<file path="src/rtl/nco_pkg.sv">
// Shared widths, state encoding and idle defaults for the NCO sweep controller.
package nco_pkg;

    localparam int unsigned FREQ_W  = 6;
    localparam int unsigned PHASE_W = 8;

    localparam logic [FREQ_W-1:0] IDLE_FREQ_DEF = FREQ_W'(1);

    typedef enum logic [1:0] {
        StIdle,
        StUp,
        StDown,
        StEnd
    } sweep_state_e;

endpackage

</file>
<file path="src/rtl/nco_dwell_cnt.sv">
// Loadable down-counter that tracks how long the current frequency step is held.
module nco_dwell_cnt #(
    parameter int unsigned WIDTH = 16
) (
    input  logic             clk,
    input  logic             rst,
    input  logic             load,
    input  logic [WIDTH-1:0] load_val,
    input  logic             dec,
    output logic             zero
);

    logic [WIDTH-1:0] cnt_q;

    always_ff @(posedge clk) begin
        if (rst) begin
            cnt_q <= '0;
        end else if (load) begin
            cnt_q <= load_val;
        end else if (dec && (cnt_q != '0)) begin
            cnt_q <= cnt_q - WIDTH'(1);
        end
    end

    assign zero = (cnt_q == '0);

endmodule

</file>
<file path="src/rtl/nco_sweep_ctrl.sv">
// Frequency-sweep sequencer feeding the NCO increment and start phase.
// Triangle sweeps (DOWN state, cfg_tri) are built only with NCO_SWEEP_TRIANGLE_EN defined.
module nco_sweep_ctrl
    import nco_pkg::*;
#(
    parameter int unsigned       DWELL_W   = 16,
    parameter logic [FREQ_W-1:0] IDLE_FREQ = IDLE_FREQ_DEF
) (
    input  logic               clk,
    input  logic               rst,
    input  logic               start,
    input  logic               abort,
    input  logic [FREQ_W-1:0]  cfg_f_start,
    input  logic [FREQ_W-1:0]  cfg_f_stop,
    input  logic [FREQ_W-1:0]  cfg_step,
    input  logic [DWELL_W-1:0] cfg_dwell,
    input  logic [PHASE_W-1:0] cfg_phase,
    input  logic               cfg_repeat,
    input  logic               cfg_tri,
    output logic [FREQ_W-1:0]  freq_res,
    output logic [PHASE_W-1:0] phase,
    output logic               busy,
    output logic               done,
    output logic               wrap
);

    sweep_state_e state_q, state_d;

    logic [FREQ_W-1:0]  f_start_q, f_stop_q, step_q;
    logic [DWELL_W-1:0] dwell_q;
    logic               repeat_q;
    logic               tri_q;

    logic [FREQ_W-1:0]  freq_q, freq_d;
    logic [PHASE_W-1:0] phase_q, phase_d;
    logic               busy_q, busy_d, done_q, done_d, wrap_q, wrap_d;

    logic               shadow_load;
    logic               cnt_load, cnt_dec, cnt_zero;
    logic [DWELL_W-1:0] cnt_val;
    logic [DWELL_W-1:0] cfg_dwell_m1;
    logic [FREQ_W-1:0]  cfg_step_eff;

    logic [FREQ_W:0]    up_sum, rise_sum, dn_diff;
    logic [FREQ_W-1:0]  up_next, rise_next, dn_next;
    logic               at_stop, at_start, tri_ok;

    // Zero dwell and zero step both behave as one.
    assign cfg_dwell_m1 = (cfg_dwell == '0) ? '0 : cfg_dwell - DWELL_W'(1);
    assign cfg_step_eff = (cfg_step == '0) ? FREQ_W'(1) : cfg_step;

    // Step arithmetic is one bit wider so overflow/underflow clamp instead of wrapping.
    assign up_sum    = {1'b0, freq_q} + {1'b0, step_q};
    assign up_next   = (up_sum > {1'b0, f_stop_q}) ? f_stop_q : up_sum[FREQ_W-1:0];
    assign rise_sum  = {1'b0, f_start_q} + {1'b0, step_q};
    assign rise_next = (rise_sum > {1'b0, f_stop_q}) ? f_stop_q : rise_sum[FREQ_W-1:0];
    assign dn_diff   = {1'b0, freq_q} - {1'b0, step_q};
    assign dn_next   = (dn_diff[FREQ_W] || (dn_diff[FREQ_W-1:0] < f_start_q)) ? f_start_q
                                                                              : dn_diff[FREQ_W-1:0];

    assign at_stop  = (freq_q >= f_stop_q);
    assign at_start = (freq_q <= f_start_q);

`ifdef NCO_SWEEP_TRIANGLE_EN
    assign tri_ok = tri_q && (f_start_q < f_stop_q);
`else
    logic unused_tri;
    assign unused_tri = cfg_tri;
    assign tri_q      = 1'b0;
    assign tri_ok     = 1'b0;
`endif

    nco_dwell_cnt #(
        .WIDTH(DWELL_W)
    ) u_dwell_cnt (
        .clk     (clk),
        .rst     (rst),
        .load    (cnt_load),
        .load_val(cnt_val),
        .dec     (cnt_dec),
        .zero    (cnt_zero)
    );

    always_ff @(posedge clk) begin
        if (rst) begin
            state_q <= StIdle;
        end else begin
            state_q <= state_d;
        end
    end

    always_comb begin
        state_d = state_q;
        if (abort) begin
            state_d = StIdle;
        end else begin
            unique case (state_q)
                StIdle: if (start) state_d = StUp;
                StUp: begin
                    if (cnt_zero && at_stop) begin
                        if (tri_ok)        state_d = StDown;
                        else if (!repeat_q) state_d = StEnd;
                    end
                end
`ifdef NCO_SWEEP_TRIANGLE_EN
                StDown: begin
                    if (cnt_zero && at_start) state_d = repeat_q ? StUp : StEnd;
                end
`endif
                StEnd:   state_d = StIdle;
                default: state_d = StIdle;
            endcase
        end
    end

    always_comb begin
        freq_d      = freq_q;
        phase_d     = phase_q;
        busy_d      = busy_q;
        done_d      = 1'b0;
        wrap_d      = 1'b0;
        shadow_load = 1'b0;
        cnt_load    = 1'b0;
        cnt_val     = dwell_q;
        cnt_dec     = 1'b0;
        if (abort) begin
            freq_d = IDLE_FREQ;
            busy_d = 1'b0;
        end else begin
            unique case (state_q)
                StIdle: begin
                    if (start) begin
                        shadow_load = 1'b1;
                        freq_d      = cfg_f_start;
                        phase_d     = cfg_phase;
                        busy_d      = 1'b1;
                        cnt_load    = 1'b1;
                        cnt_val     = cfg_dwell_m1;
                    end
                end
                StUp: begin
                    cnt_dec  = !cnt_zero;
                    cnt_load = cnt_zero;
                    if (cnt_zero) begin
                        if (!at_stop) begin
                            freq_d = up_next;
                        end else if (tri_ok) begin
                            freq_d = dn_next;
                            wrap_d = repeat_q && (dn_next == f_start_q);
                        end else if (repeat_q) begin
                            freq_d = f_start_q;
                            wrap_d = 1'b1;
                        end else begin
                            busy_d = 1'b0;
                            done_d = 1'b1;
                        end
                    end
                end
`ifdef NCO_SWEEP_TRIANGLE_EN
                StDown: begin
                    cnt_dec  = !cnt_zero;
                    cnt_load = cnt_zero;
                    if (cnt_zero) begin
                        // Wrap marks arrival back at f_start; the bottom value is not repeated.
                        if (!at_start) begin
                            freq_d = dn_next;
                            wrap_d = repeat_q && (dn_next == f_start_q);
                        end else if (repeat_q) begin
                            freq_d = rise_next;
                        end else begin
                            busy_d = 1'b0;
                            done_d = 1'b1;
                        end
                    end
                end
`endif
                default: ;
            endcase
        end
    end

    always_ff @(posedge clk) begin
        if (rst) begin
            freq_q    <= IDLE_FREQ;
            phase_q   <= '0;
            busy_q    <= 1'b0;
            done_q    <= 1'b0;
            wrap_q    <= 1'b0;
            f_start_q <= '0;
            f_stop_q  <= '0;
            step_q    <= FREQ_W'(1);
            dwell_q   <= '0;
            repeat_q  <= 1'b0;
        end else begin
            freq_q  <= freq_d;
            phase_q <= phase_d;
            busy_q  <= busy_d;
            done_q  <= done_d;
            wrap_q  <= wrap_d;
            if (shadow_load) begin
                f_start_q <= cfg_f_start;
                f_stop_q  <= cfg_f_stop;
                step_q    <= cfg_step_eff;
                dwell_q   <= cfg_dwell_m1;
                repeat_q  <= cfg_repeat;
            end
        end
    end

`ifdef NCO_SWEEP_TRIANGLE_EN
    always_ff @(posedge clk) begin
        if (rst) begin
            tri_q <= 1'b0;
        end else if (shadow_load) begin
            tri_q <= cfg_tri;
        end
    end
`endif

    assign freq_res = freq_q;
    assign phase    = phase_q;
    assign busy     = busy_q;
    assign done     = done_q;
    assign wrap     = wrap_q;

endmodule

</file>
<file path="config.mk">
export PLATFORM = sky130hd
export DESIGN_NAME = nco_sweep_ctrl
export DESIGN_NICKNAME = d
export VERILOG_FILES = /design/src/rtl/nco_pkg.sv /design/src/rtl/nco_dwell_cnt.sv /design/src/rtl/nco_sweep_ctrl.sv
export SDC_FILE = /design/constraint.sdc
export NUM_CORES = 1
export LEC_CHECK = 0
export CAP_MARGIN = 20
export CORE_AREA = 4 4 87 89
export DETAILED_ROUTE_END_ITERATION = 8
export DIE_AREA = 0 0 91 93
export PLACE_DENSITY = 0.9
export REMOVE_ABC_BUFFERS = 1
export SYNTH_ARGS = -nofsm -noshare
export SYNTH_HDL_FRONTEND = slang
export SYNTH_HIERARCHICAL = 1
export SYNTH_SLANG_ARGS = --single-unit
</file>
<file path="constraint.sdc">
create_clock -name clk -period 5 [get_ports clk]
set_input_delay 0.75 -clock clk [delete_from_list [all_inputs] [get_ports clk]]
set_output_delay 0.75 -clock clk [all_outputs]
set_load 0.02 [all_outputs]
</file>
==> flow_metrics.env, run 1 <==
export IMPL_yosysUniqueCellTypes=64
export IMPL_worst_pin_slew_ns=0.797
export IMPL_yosysSeqAreaShare=0.362
export IMPL_pin_count=65
export IMPL_synth_area_top_cells="dfxtp_1 (36%), nand2_1 (8.0%), ha_1 (6.5%)"
export IMPL_finalCriticalPeriod_ns=3.73
export IMPL_powerDensity_mw_per_mm2=274
export IMPL_crit_top_cell="nor2_1"
export IMPL_worstSetupPathType="register to register"
export IMPL_synthMuxAreaShare=0.00517
export IMPL_synth_top_area_cell="dfxtp_1"
export IMPL_final_cells=621
export IMPL_cts_buffer_depth=2
export IMPL_n_fill_cell=538
export IMPL_crit_required_ns=5.19
export IMPL_ctsResizeCount=0
export IMPL_diodes=0
export IMPL_dieWidth_microns=91
export IMPL_start_util=0.573
export IMPL_cp_start_kind="register"
export IMPL_setup_slack_ns=1.27
export IMPL_clk_latency_ns=0.33
export IMPL_drt_iter0_drc=177
export IMPL_cts_hold_buffers=0
export IMPL_synth_compound_area_share=0.186
export IMPL_crit_chain="nor4_1, and4bb_2, nand2_1, a21o_1, nor2_1, clkinv_1, nor2_1, a211oi_1"
export IMPL_place_congestion=0.943
export IMPL_ir_worst_vdd_mv=0.193
export IMPL_netlist_area_leader_share=0.362
export IMPL_grt_usage=0.216
export IMPL_syn_inst=483
export IMPL_pre_cts_ws_ns=1.23
export IMPL_path_max_fanout=27
export IMPL_firstDrtPassIters=4
export IMPL_rrSetupSlack_ns=1.27
export IMPL_grt_ovfl_total=0
export IMPL_syn_cell_area_sq_mm=0.00387
export IMPL_slowest_stage="clkinv_1"
export IMPL_drive_gt1_frac=0.0628
export IMPL_cts_setup_buffers=0
export IMPL_drt_wl_total_mm=9.06
export IMPL_synth_edf_count=0
export IMPL_synthXorXnorAreaFrac=0.0520
export IMPL_portBuffers=63
export IMPL_ys_flop_type="dfxtp_1"
export IMPL_drc=0
export IMPL_fp_row_count=30
export IMPL_fin_crit_sh=0.746
export IMPL_cap_violations=0
export IMPL_p_leak_nw=1.71
export IMPL_yosysWarnings=6
export IMPL_async_reset_ff_frac=0
export IMPL_syn_area_per_cell_sq_um=8.02
export IMPL_viasPerCell=5.82
export IMPL_clkTransAtPathRegs_ns=0.07
export IMPL_cts_tree="done"
export IMPL_cts_num_sinks=70
export IMPL_status="finished clean"
export IMPL_fin_nets=607
export IMPL_synth_fa_ha_area_frac=0.0698
export IMPL_power_mw=1.28
export IMPL_ant_nets=0
export IMPL_synth_seq_cells=70
export IMPL_dp_cells=606
export IMPL_fin_setup_tns_ns=0
export IMPL_rsz0062_at_grt="false"
export IMPL_vias=3615
export IMPL_core_sq_mm=0.00676
export IMPL_hold_violations=0
export IMPL_cts_buffers=9
export IMPL_detail_route_wl_per_cell_microns=14.6
export IMPL_timing_fmax_mhz=268
export IMPL_cts_htree_levels=3
export IMPL_dpl_hpwl_mm=6.82
export IMPL_grt_pass1_wl_mm=15.1
export IMPL_grt_max_degree=66
export IMPL_die_area_sq_mm=0.00846
export IMPL_crit_path_end_kind="register"
export IMPL_synth_top_family_by_area="simple AND/OR/NAND/NOR gates"
export IMPL_dieHeight_microns=93
export IMPL_setup_viol=0
export IMPL_cts_root_buffer_cell="clkbuf_8"
export IMPL_cp_arrival_ns=3.92
export IMPL_hp_class="register to register"
export IMPL_final_max_slew_viol_count=0
export IMPL_slew_headroom=0.466
export IMPL_skew_ns=0.00772
export IMPL_grt_pass1_vias=3470
export IMPL_yosys_area_share_simple=0.279
export IMPL_antenna_found_initial=0
export IMPL_max_stage_delay_ns=0.73
export IMPL_syn2layout_area_growth_pct=20.7
==> through the flow <==
stage / utilization / hold WS (ns) / instance area [sq um]
after floorplan: - / 0.425 / 3760
after global placement: 0.668 / 0.437 / 4510
after detailed placement: 0.668 / 0.442 / 4510
after CTS: 0.691 / 0.452 / 4670
after global routing: 0.692 / 0.476 / 4670
final: 0.692 / 0.452 / 4670
==> worst max-delay path: cells and delay by family, from the launching register on <==
| kind | cells | cell delay (ns) |
|---|---|---|
| AND/OR/NAND/NOR | 5 | 2.12 |
| buffers and inverters | 1 | 0.73 |
| flip-flops | 1 | 0.36 |
| AO/OA/AOI/OAI | 2 | 0.36 |
==> cell type report <==
type	count	area, sq um	area share
repair buffers	67	653	0.140
flip-flops and latches	70	1400	0.300
clock buffers	12	145	0.0310
clock inverters	2	10.0	0.00214
multi-input cells	372	2300	0.491
well taps	80	100	0.0214
inverters	18	67.6	0.0145
==> report_power, final <==
group	total [mW]	switching, mW	internal (mW)
clock network	0.378	0.191	0.187
logic	0.291	0.160	0.131
registers	0.613	0.0248	0.589
total	1.28	0.376	0.907
==> cell families (layout without fill, tap and decap cells) <==
logic type      count (synthesis)  after routing
compound gates                113            113
xor+xnor                       23             23
fa+ha+maj                      21             21
buf+inv                        41             99
flops                          70             70
mux                             2              2
simple gates                  213            213
==> layer usage <==
layer,vias to the layer above,GRT usage,routed length (microns),share of wire
li1,1810,-,-,-
met1,1682,0.239,3740,0.41
met2,105,0.395,4680,0.52
met3,18,0.0563,479,0.053
met4,0,0.0867,165,0.018
met5,-,0,0,0
==> placed cells by master (no fill, tap or decap), types with 9 or more instances in the layout <==
cell type | netlist | final
a211oi_1 | 9 | 9
a21oi_1 | 42 | 42
clkbuf_8 | 1 | 10
clkdlybuf4s50_1 | 0 | 62
dfxtp_1 | 70 | 70
ha_1 | 20 | 20
inv_1 | 17 | 17
nand2_1 | 83 | 83
nand3_1 | 10 | 10
nor2_1 | 34 | 34
nor2b_1 | 20 | 20
nor3_1 | 15 | 14
o21ai_0 | 15 | 15
o21ai_1 | 10 | 10
xnor2_1 | 19 | 19
==> flip-flops by register name (all words and copies together), names as in the netlist <==
signal	count
u_dwell_cnt/cnt_q	16
done	1
repeat_q	1
freq_res	6
dwell_q	16
wrap	1
phase	8
step_q	6
busy	1
state_q	2
f_start_q	6
f_stop_q	6
==> Yosys cell counts, types with 9 or more instances <==
| cell | number |
|---|---|
| nor2b_1 | 20 |
| nor2_1 | 34 |
| a211oi_1 | 9 |
| inv_1 | 17 |
| xnor2_1 | 19 |
| nand2_1 | 83 |
| a21oi_1 | 42 |
| nand3_1 | 10 |
| nor3_1 | 15 |
| o21ai_0 | 15 |
| ha_1 | 20 |
| clkbuf_1 | 19 |
| dfxtp_1 | 70 |
| o21ai_1 | 10 |
==> worst paths after layout <==
| path | startpoint | endpoint | depth (start not counted) |
|---|---|---|---|
| max reg2reg | u_dwell_cnt/cnt_q[3] | u_dwell_cnt/cnt_q[10] | 8 |
| min reg2reg | f_start_q[5] | f_start_q[5] | 2 |
| min | f_start_q[5] | f_start_q[5] | 2 |
| max | u_dwell_cnt/cnt_q[3] | u_dwell_cnt/cnt_q[10] | 8 |
No activity file was read; power rests on OpenSTA's default activity.
==> run 2, diff against run 1 <==
--- a/config.mk
+++ b/config.mk
@@ -6,10 +6,10 @@
 export NUM_CORES = 1
 export LEC_CHECK = 0
 export CAP_MARGIN = 20
-export CORE_AREA = 4 4 87 89
+export CORE_AREA = 4 4 95 97
 export DETAILED_ROUTE_END_ITERATION = 8
-export DIE_AREA = 0 0 91 93
-export PLACE_DENSITY = 0.9
+export DIE_AREA = 0 0 99 101
+export PLACE_DENSITY = 0.8
 export REMOVE_ABC_BUFFERS = 1
 export SYNTH_ARGS = -nofsm -noshare
 export SYNTH_HDL_FRONTEND = slang
==> constraint.sdc (replaced) <==
create_clock -name clk -period 3.2 [get_ports clk]
set_input_delay 0.48 -clock clk [delete_from_list [all_inputs] [get_ports clk]]
set_output_delay 0.48 -clock clk [all_outputs]
set_load 0.02 [all_outputs]
==> flow_metrics.env, run 2 (synthesis results as in run 1) <==
export IMPL_final_cells=662
export IMPL_cap_violations=0
export IMPL_fp_row_count=33
export IMPL_slowest_stage="dfxtp_1"
export IMPL_regArea_sq_mm=0.00140
export IMPL_cts_root_buffer_cell="clkbuf_8"
export IMPL_dp_cells=645
export IMPL_grt_pass1_wl_mm=16.5
export IMPL_drive_gt1_frac=0.110
export IMPL_crit_family="compound AO/OA/AOI/OAI gates"
export IMPL_portBuffers=63
export IMPL_cts_tree="done"
export IMPL_clk_latency_ns=0.35
export IMPL_detail_route_wl_per_cell_microns=15.5
export IMPL_worstSetupPathType="register to register"
export IMPL_drt_iter0_drc=153
export IMPL_core_sq_mm=0.00813
export IMPL_max_stage_delay_ns=0.39
export IMPL_dpl_hpwl_mm=7.44
export IMPL_grt_max_degree=29
export IMPL_die_area_sq_mm=0.0100
export IMPL_powerDensity_mw_per_mm2=450
export IMPL_final_max_slew_viol_count=0
export IMPL_cts_hold_buffers=0
export IMPL_endpoint="freq_res[1]"
export IMPL_rsz0062_at_grt="false"
export IMPL_grt_usage=0.204
export IMPL_worstReg2RegEnd="freq_res[1]"
export IMPL_finalCriticalPeriod_ns=3.04
export IMPL_cp_arrival_ns=3.26
export IMPL_crit_chain="ha_4, inv_1, fa_2, xnor2_2, ha_1, a21oi_1, o21ai_0, a221o_1, a211oi_2, buf_4, and3_1, o22ai_1"
export IMPL_grt_busiest_layer="met2"
export IMPL_crit_required_ns=3.42
export IMPL_hp_class="register to register"
export IMPL_ant_nets=0
export IMPL_grt_met3_usage=0.0533
export IMPL_path_buf_inv=2
export IMPL_place_congestion=0.871
export IMPL_final_cell_mix="nand2_1 (83), dfxtp_1 (68), clkdlybuf4s50_1 (62)"
export IMPL_cts_htree_levels=3
export IMPL_cts_buffer_depth=2
export IMPL_grtUsageMet2=0.367
export IMPL_hold_violations=0
export IMPL_firstDrtPassIters=5
export IMPL_path_max_fanout=6
export IMPL_p_leak_nw=1.81
export IMPL_status="finished clean"
export IMPL_setup_viol=0
export IMPL_met1_usage=0.238
export IMPL_viasPerCell=5.66
export IMPL_skew_ns=0.0120
export IMPL_crit_cells=12
export IMPL_crit_path_end_kind="register"
export IMPL_final_common_cell="nand2_1"
export IMPL_ir_worst_vdd_mv=0.286
export IMPL_n_fill_cell=721
export IMPL_r2r_cells=12
export IMPL_slew_headroom=0.443
export IMPL_pin_count=65
export IMPL_rrSetupSlack_ns=0.16
export IMPL_syn2layout_area_growth_pct=26.8
export IMPL_fin_nets=622
export IMPL_worst_r2r_startpoint="step_q[0]"
export IMPL_startpoint="step_q[0]"
export IMPL_multi_input_area_sq_mm=0.00234
export IMPL_start_util=0.476
export IMPL_fin_crit_sh=0.949
export IMPL_worst_pin_slew_ns=0.828
export IMPL_cp_start_kind="register"
export IMPL_clkTransAtPathRegs_ns=0.08
export IMPL_final_core_util=0.604
export IMPL_cts_num_sinks=70
export IMPL_dieHeight_microns=101
export IMPL_antenna_found_initial=0
export IMPL_diodes=0
export IMPL_drt_wl_total_mm=10.3
export IMPL_vias=3745
export IMPL_grt_ovfl_total=0
export IMPL_dieWidth_microns=99
export IMPL_drc=0
export IMPL_timing_fmax_mhz=329
export IMPL_cts_buffers=9
export IMPL_grt_pass1_vias=3683
run 2: through the flow:
stage | hold slack [ns] | total power, mW | instance area, sq um | setup TNS [ns] | setup slack [ns]
2_1_floorplan | 0.425 | 1.24 | 3760 | -1.20 | -0.141
3_3_place_gp | 0.437 | 1.43 | 4650 | 0 | 0.0660
3_5_place_dp | 0.444 | 1.45 | 4650 | 0 | 0.0140
4_1_cts | 0.454 | 2.20 | 4860 | 0 | 0.0468
5_1_grt | 0.476 | 2.31 | 4910 | 0 | 0.0347
6_report | 0.453 | 2.21 | 4910 | 0 | 0.163
run 2: worst min-delay path by stage:
stage,startpoint,to,slack [ns],cells after the start
6_report,f_start_q[5],f_start_q[5],0.45,2
4_1_cts,f_start_q[0],f_start_q[0],0.45,2
3_5_place_dp,f_start_q[0],f_start_q[0],0.44,2
5_1_grt,f_start_q[2],f_start_q[2],0.48,2
3_3_place_gp,f_start_q[0],f_start_q[0],0.44,2
2_1_floorplan,f_start_q[0],f_start_q[0],0.43,2
run 2: per-layer routing:
layer | vias up | wire (microns)
met2 | 142 | 5210
met1 | 1737 | 4240
met5 | - | 0
li1 | 1844 | -
met4 | 0 | 194
met3 | 22 | 627
run 2: repair_timing:
item,4_1_cts,5_1_grt
resized for setup,0,11
endpoints found under the setup margin,0,6
setup buffers,0,1
run 2: worst register-to-register path, stage by stage (launching register included):
cell and delay (ns):
dfxtp_1 0.39, ha_4 0.16, inv_1 0.05, fa_2 0.37, xnor2_2 0.20, ha_1 0.29, a21oi_1 0.22, o21ai_0 0.15
a221o_1 0.38, a211oi_2 0.26, buf_4 0.19, and3_1 0.17, o22ai_1 0.07
run 2: cell type report:
| class | instances | area share |
|---|---|---|
| Timing Repair Buffer | 82 | 0.156 |
| Inverter | 18 | 0.0138 |
| Clock inverter | 3 | 0.00866 |
| Sequential cell | 70 | 0.286 |
| Tap cell | 105 | 0.0267 |
| Multi-Input combinational cell | 372 | 0.476 |
| Clock buffer | 12 | 0.0336 |
run 2: power breakdown:
part           switching (mW)  total [mW]  internal [mW]
Clock                   0.324       0.743          0.418
Combinational           0.273       0.509          0.237
Sequential             0.0403       0.960          0.919
Total                   0.637        2.21           1.57
==> run 3, diff against run 2 <==
--- a/config.mk
+++ b/config.mk
@@ -5,11 +5,12 @@
 export SDC_FILE = /design/constraint.sdc
 export NUM_CORES = 1
 export LEC_CHECK = 0
+export ABC_AREA = 1
 export CAP_MARGIN = 20
-export CORE_AREA = 4 4 95 97
+export CORE_AREA = 4 4 99 101
 export DETAILED_ROUTE_END_ITERATION = 8
-export DIE_AREA = 0 0 99 101
-export PLACE_DENSITY = 0.8
+export DIE_AREA = 0 0 103 105
+export PLACE_DENSITY = 0.81
 export REMOVE_ABC_BUFFERS = 1
 export SYNTH_ARGS = -nofsm -noshare
 export SYNTH_HDL_FRONTEND = slang
==> flow_metrics.env, run 3 <==
export IMPL_grt_ovfl_total=0
export IMPL_hold_start="repeat_q"
export IMPL_hold_depth=1
export IMPL_clk_latency_ns=0.35
export IMPL_power_mw=2.36
export IMPL_fin_setup_tns_ns=0
export IMPL_rsz0062_at_grt="false"
export IMPL_setup_viol=0
export IMPL_p_switching_mw=0.803
export IMPL_worst_r2r_startpoint="freq_res[0]"
export IMPL_synth_common_cells="nand2_1 (163), nor2_1 (136), inv_1 (74)"
export IMPL_slowest_stage="fa_1"
export IMPL_p_leak_nw=2.59
export IMPL_hold_end="done"
export IMPL_antenna_found_initial=0
export IMPL_power_frac_seq=0.412
export IMPL_cts_htree_levels=3
export IMPL_crit_required_ns=3.45
export IMPL_worst_pin_slew_ns=0.764
export IMPL_yosysSeqAreaShare=0.320
export IMPL_drc=0
export IMPL_detail_route_wl_per_cell_microns=12.3
export IMPL_p_int_mw=1.56
export IMPL_hold_violations=0
export IMPL_cts_setup_buffers=0
export IMPL_grt_pass1_vias=4273
export IMPL_synth_edf_count=0
export IMPL_vias=4351
export IMPL_synth_top_area_cell="dfxtp_1"
export IMPL_comb_power_share=0.294
export IMPL_power_frac_clock=0.294
export IMPL_final_cell_mix="nand2_1 (161), nor2_1 (136), inv_1 (74)"
export IMPL_grt_usage=0.207
export IMPL_max_stage_delay_ns=0.40
export IMPL_clkTransAtPathRegs_ns=0.08
export IMPL_r2r_cells=18
export IMPL_cp_arrival_ns=3.10
export IMPL_portBuffers=63
export IMPL_yosysWarnings=6
export IMPL_pre_cts_ws_ns=0.234
export IMPL_cap_violations=0
export IMPL_yosysUniqueCellTypes=37
export IMPL_synth_area_top_cells="dfxtp_1 (32%), nand2_1 (14%), nor2_1 (12%)"
export IMPL_final_common_cell="nand2_1"
export IMPL_crit_top_cell="nand2_1"
export IMPL_ys_flop_type="dfxtp_1"
export IMPL_dpl_hpwl_mm=8.06
export IMPL_drive_gt1_frac=0.0961
export IMPL_powerDensity_mw_per_mm2=443
export IMPL_setup_slack_ns=0.345
export IMPL_crit_chain="ha_1, inv_1, fa_1, nand3b_1, nand2_1, xor2_2, ha_1, nand2_1, nor2_1, nand4_1, nand2_2, nand2_2, nand2_1, nand2_1, nand2_1, nand2_1, nand2_1, nand2_1"
export IMPL_syn_cell_area_sq_mm=0.00437
export IMPL_place_congestion=0.923
export IMPL_whs_ns=0.447
export IMPL_diodes=0
export IMPL_n_fill_cell=818
export IMPL_worstSetupPathType="register to register"
export IMPL_die_area_sq_mm=0.0108
export IMPL_dieHeight_microns=105
export IMPL_cts_buffer_depth=2
export IMPL_crit_path_end_kind="register"
export IMPL_synth_seq_cells=70
export IMPL_skew_ns=0.0103
export IMPL_fin_crit_sh=0.892
export IMPL_p_sw_frac=0.341
export IMPL_grt_pass1_wl_mm=18.3
export IMPL_grt_max_degree=26
export IMPL_timing_fmax_mhz=350
export IMPL_syn_inst=678
export IMPL_drt_iter0_drc=211
export IMPL_async_reset_ff_frac=0
export IMPL_status="finished clean"
export IMPL_worstReg2RegEnd="freq_res[0]"
export IMPL_rrSetupSlack_ns=0.35
export IMPL_dieWidth_microns=103
export IMPL_firstDrtPassIters=5
export IMPL_hp_class="register to register"
export IMPL_ant_nets=0
export IMPL_cts_tree="done"
export IMPL_cp_start_kind="register"
export IMPL_cts_buffers=9
export IMPL_cts_hold_buffers=0
export IMPL_syn_area_per_cell_sq_um=6.45
export IMPL_drt_wl_total_mm=10.6
export IMPL_netlist_area_leader_share=0.320
export IMPL_finalCriticalPeriod_ns=2.85
export IMPL_final_max_slew_viol_count=0
export IMPL_start_util=0.485
export IMPL_final_area_sq_mm=0.00532
export IMPL_synth_most_common_cell="nand2_1"
export IMPL_syn2layout_area_growth_pct=21.6
export IMPL_dpl_cell_area_sq_mm=0.00511
export IMPL_cts_num_sinks=70
export IMPL_pin_count=65
export IMPL_path_max_fanout=7
export IMPL_crit_family="simple AND/OR/NAND/NOR gates"
export IMPL_fp_row_count=35
export IMPL_startpoint="freq_res[0]"
export IMPL_fin_nets=813
export IMPL_slew_headroom=0.490
export IMPL_path_buf_inv=1
export IMPL_cts_root_buffer_cell="clkbuf_8"
export IMPL_ir_worst_vdd_mv=0.209
export IMPL_core_sq_mm=0.00902
export IMPL_viasPerCell=5.06
-- run 3: cell families (layout without fill, tap and decap cells) --
family	after synthesis	after routing	share of synthesized area
and+or+nand+nor	393	393	0.393
AOI/OAI and AO/OA	86	86	0.109
DFF	70	70	0.320
buffers and inverters	95	166	0.0898
xor gates and xnor gates	13	13	0.0260
adders and majority gates	21	21	0.0618
-- run 3: layout make-up --
class | count | area, sq um | area share
Clock inverter | 7 | 65.1 | 0.0122
Multi-Input combinational cell | 513 | 2600 | 0.488
Tap cell | 111 | 139 | 0.0261
Clock buffer | 9 | 124 | 0.0233
Inverter | 78 | 293 | 0.0551
Sequential cell | 70 | 1400 | 0.264
Timing Repair Buffer | 72 | 698 | 0.131
-- run 3: timing repair --
action / 4_1_cts / 5_1_grt
resized for setup: 0 / 4
endpoints found under the hold margin: 0 / 0
setup endpoints to repair: 0 / 7
-- run 3: worst max path at each step --
| stage | slack [ns] | cells after the start | endpoint |
|---|---|---|---|
| finish | 0.35 | 18 | freq_res[0] |
| floorplan | 0.42 | 19 | freq_res[5] |
| CTS | 0.21 | 19 | freq_res[2] |
| detailed placement | 0.23 | 19 | freq_res[0] |
| global placement | 0.34 | 19 | freq_res[2] |
| global route | 0.04 | 18 | freq_res[1] |
-- run 3: per-stage QoR --
stage | util | std cells
floorplan | - | 661
global placement | 0.566 | 844
detailed placement | 0.566 | 844
CTS | 0.587 | 860
global route | 0.589 | 860
finish | 0.589 | 860
-- run 3: routing by layer --
| metal | wire (microns) | track usage | part of all wire |
|---|---|---|---|
| met5 | 0 | 0 | 0 |
| met1 | 4370 | 0.239 | 0.41 |
| met4 | 196 | 0.0731 | 0.019 |
| met3 | 559 | 0.0414 | 0.053 |
| met2 | 5430 | 0.370 | 0.51 |
-- run 3: power groups by stage --
stage | clock, mW | combinational [mW] | sequential, mW
2_1_floorplan | 0 | 0.448 | 0.995
3_3_place_gp | 0 | 0.652 | 0.988
3_5_place_dp | 0 | 0.676 | 0.990
4_1_cts | 0.710 | 0.683 | 0.970
5_1_grt | 0.756 | 0.793 | 0.979
6_report | 0.692 | 0.694 | 0.971
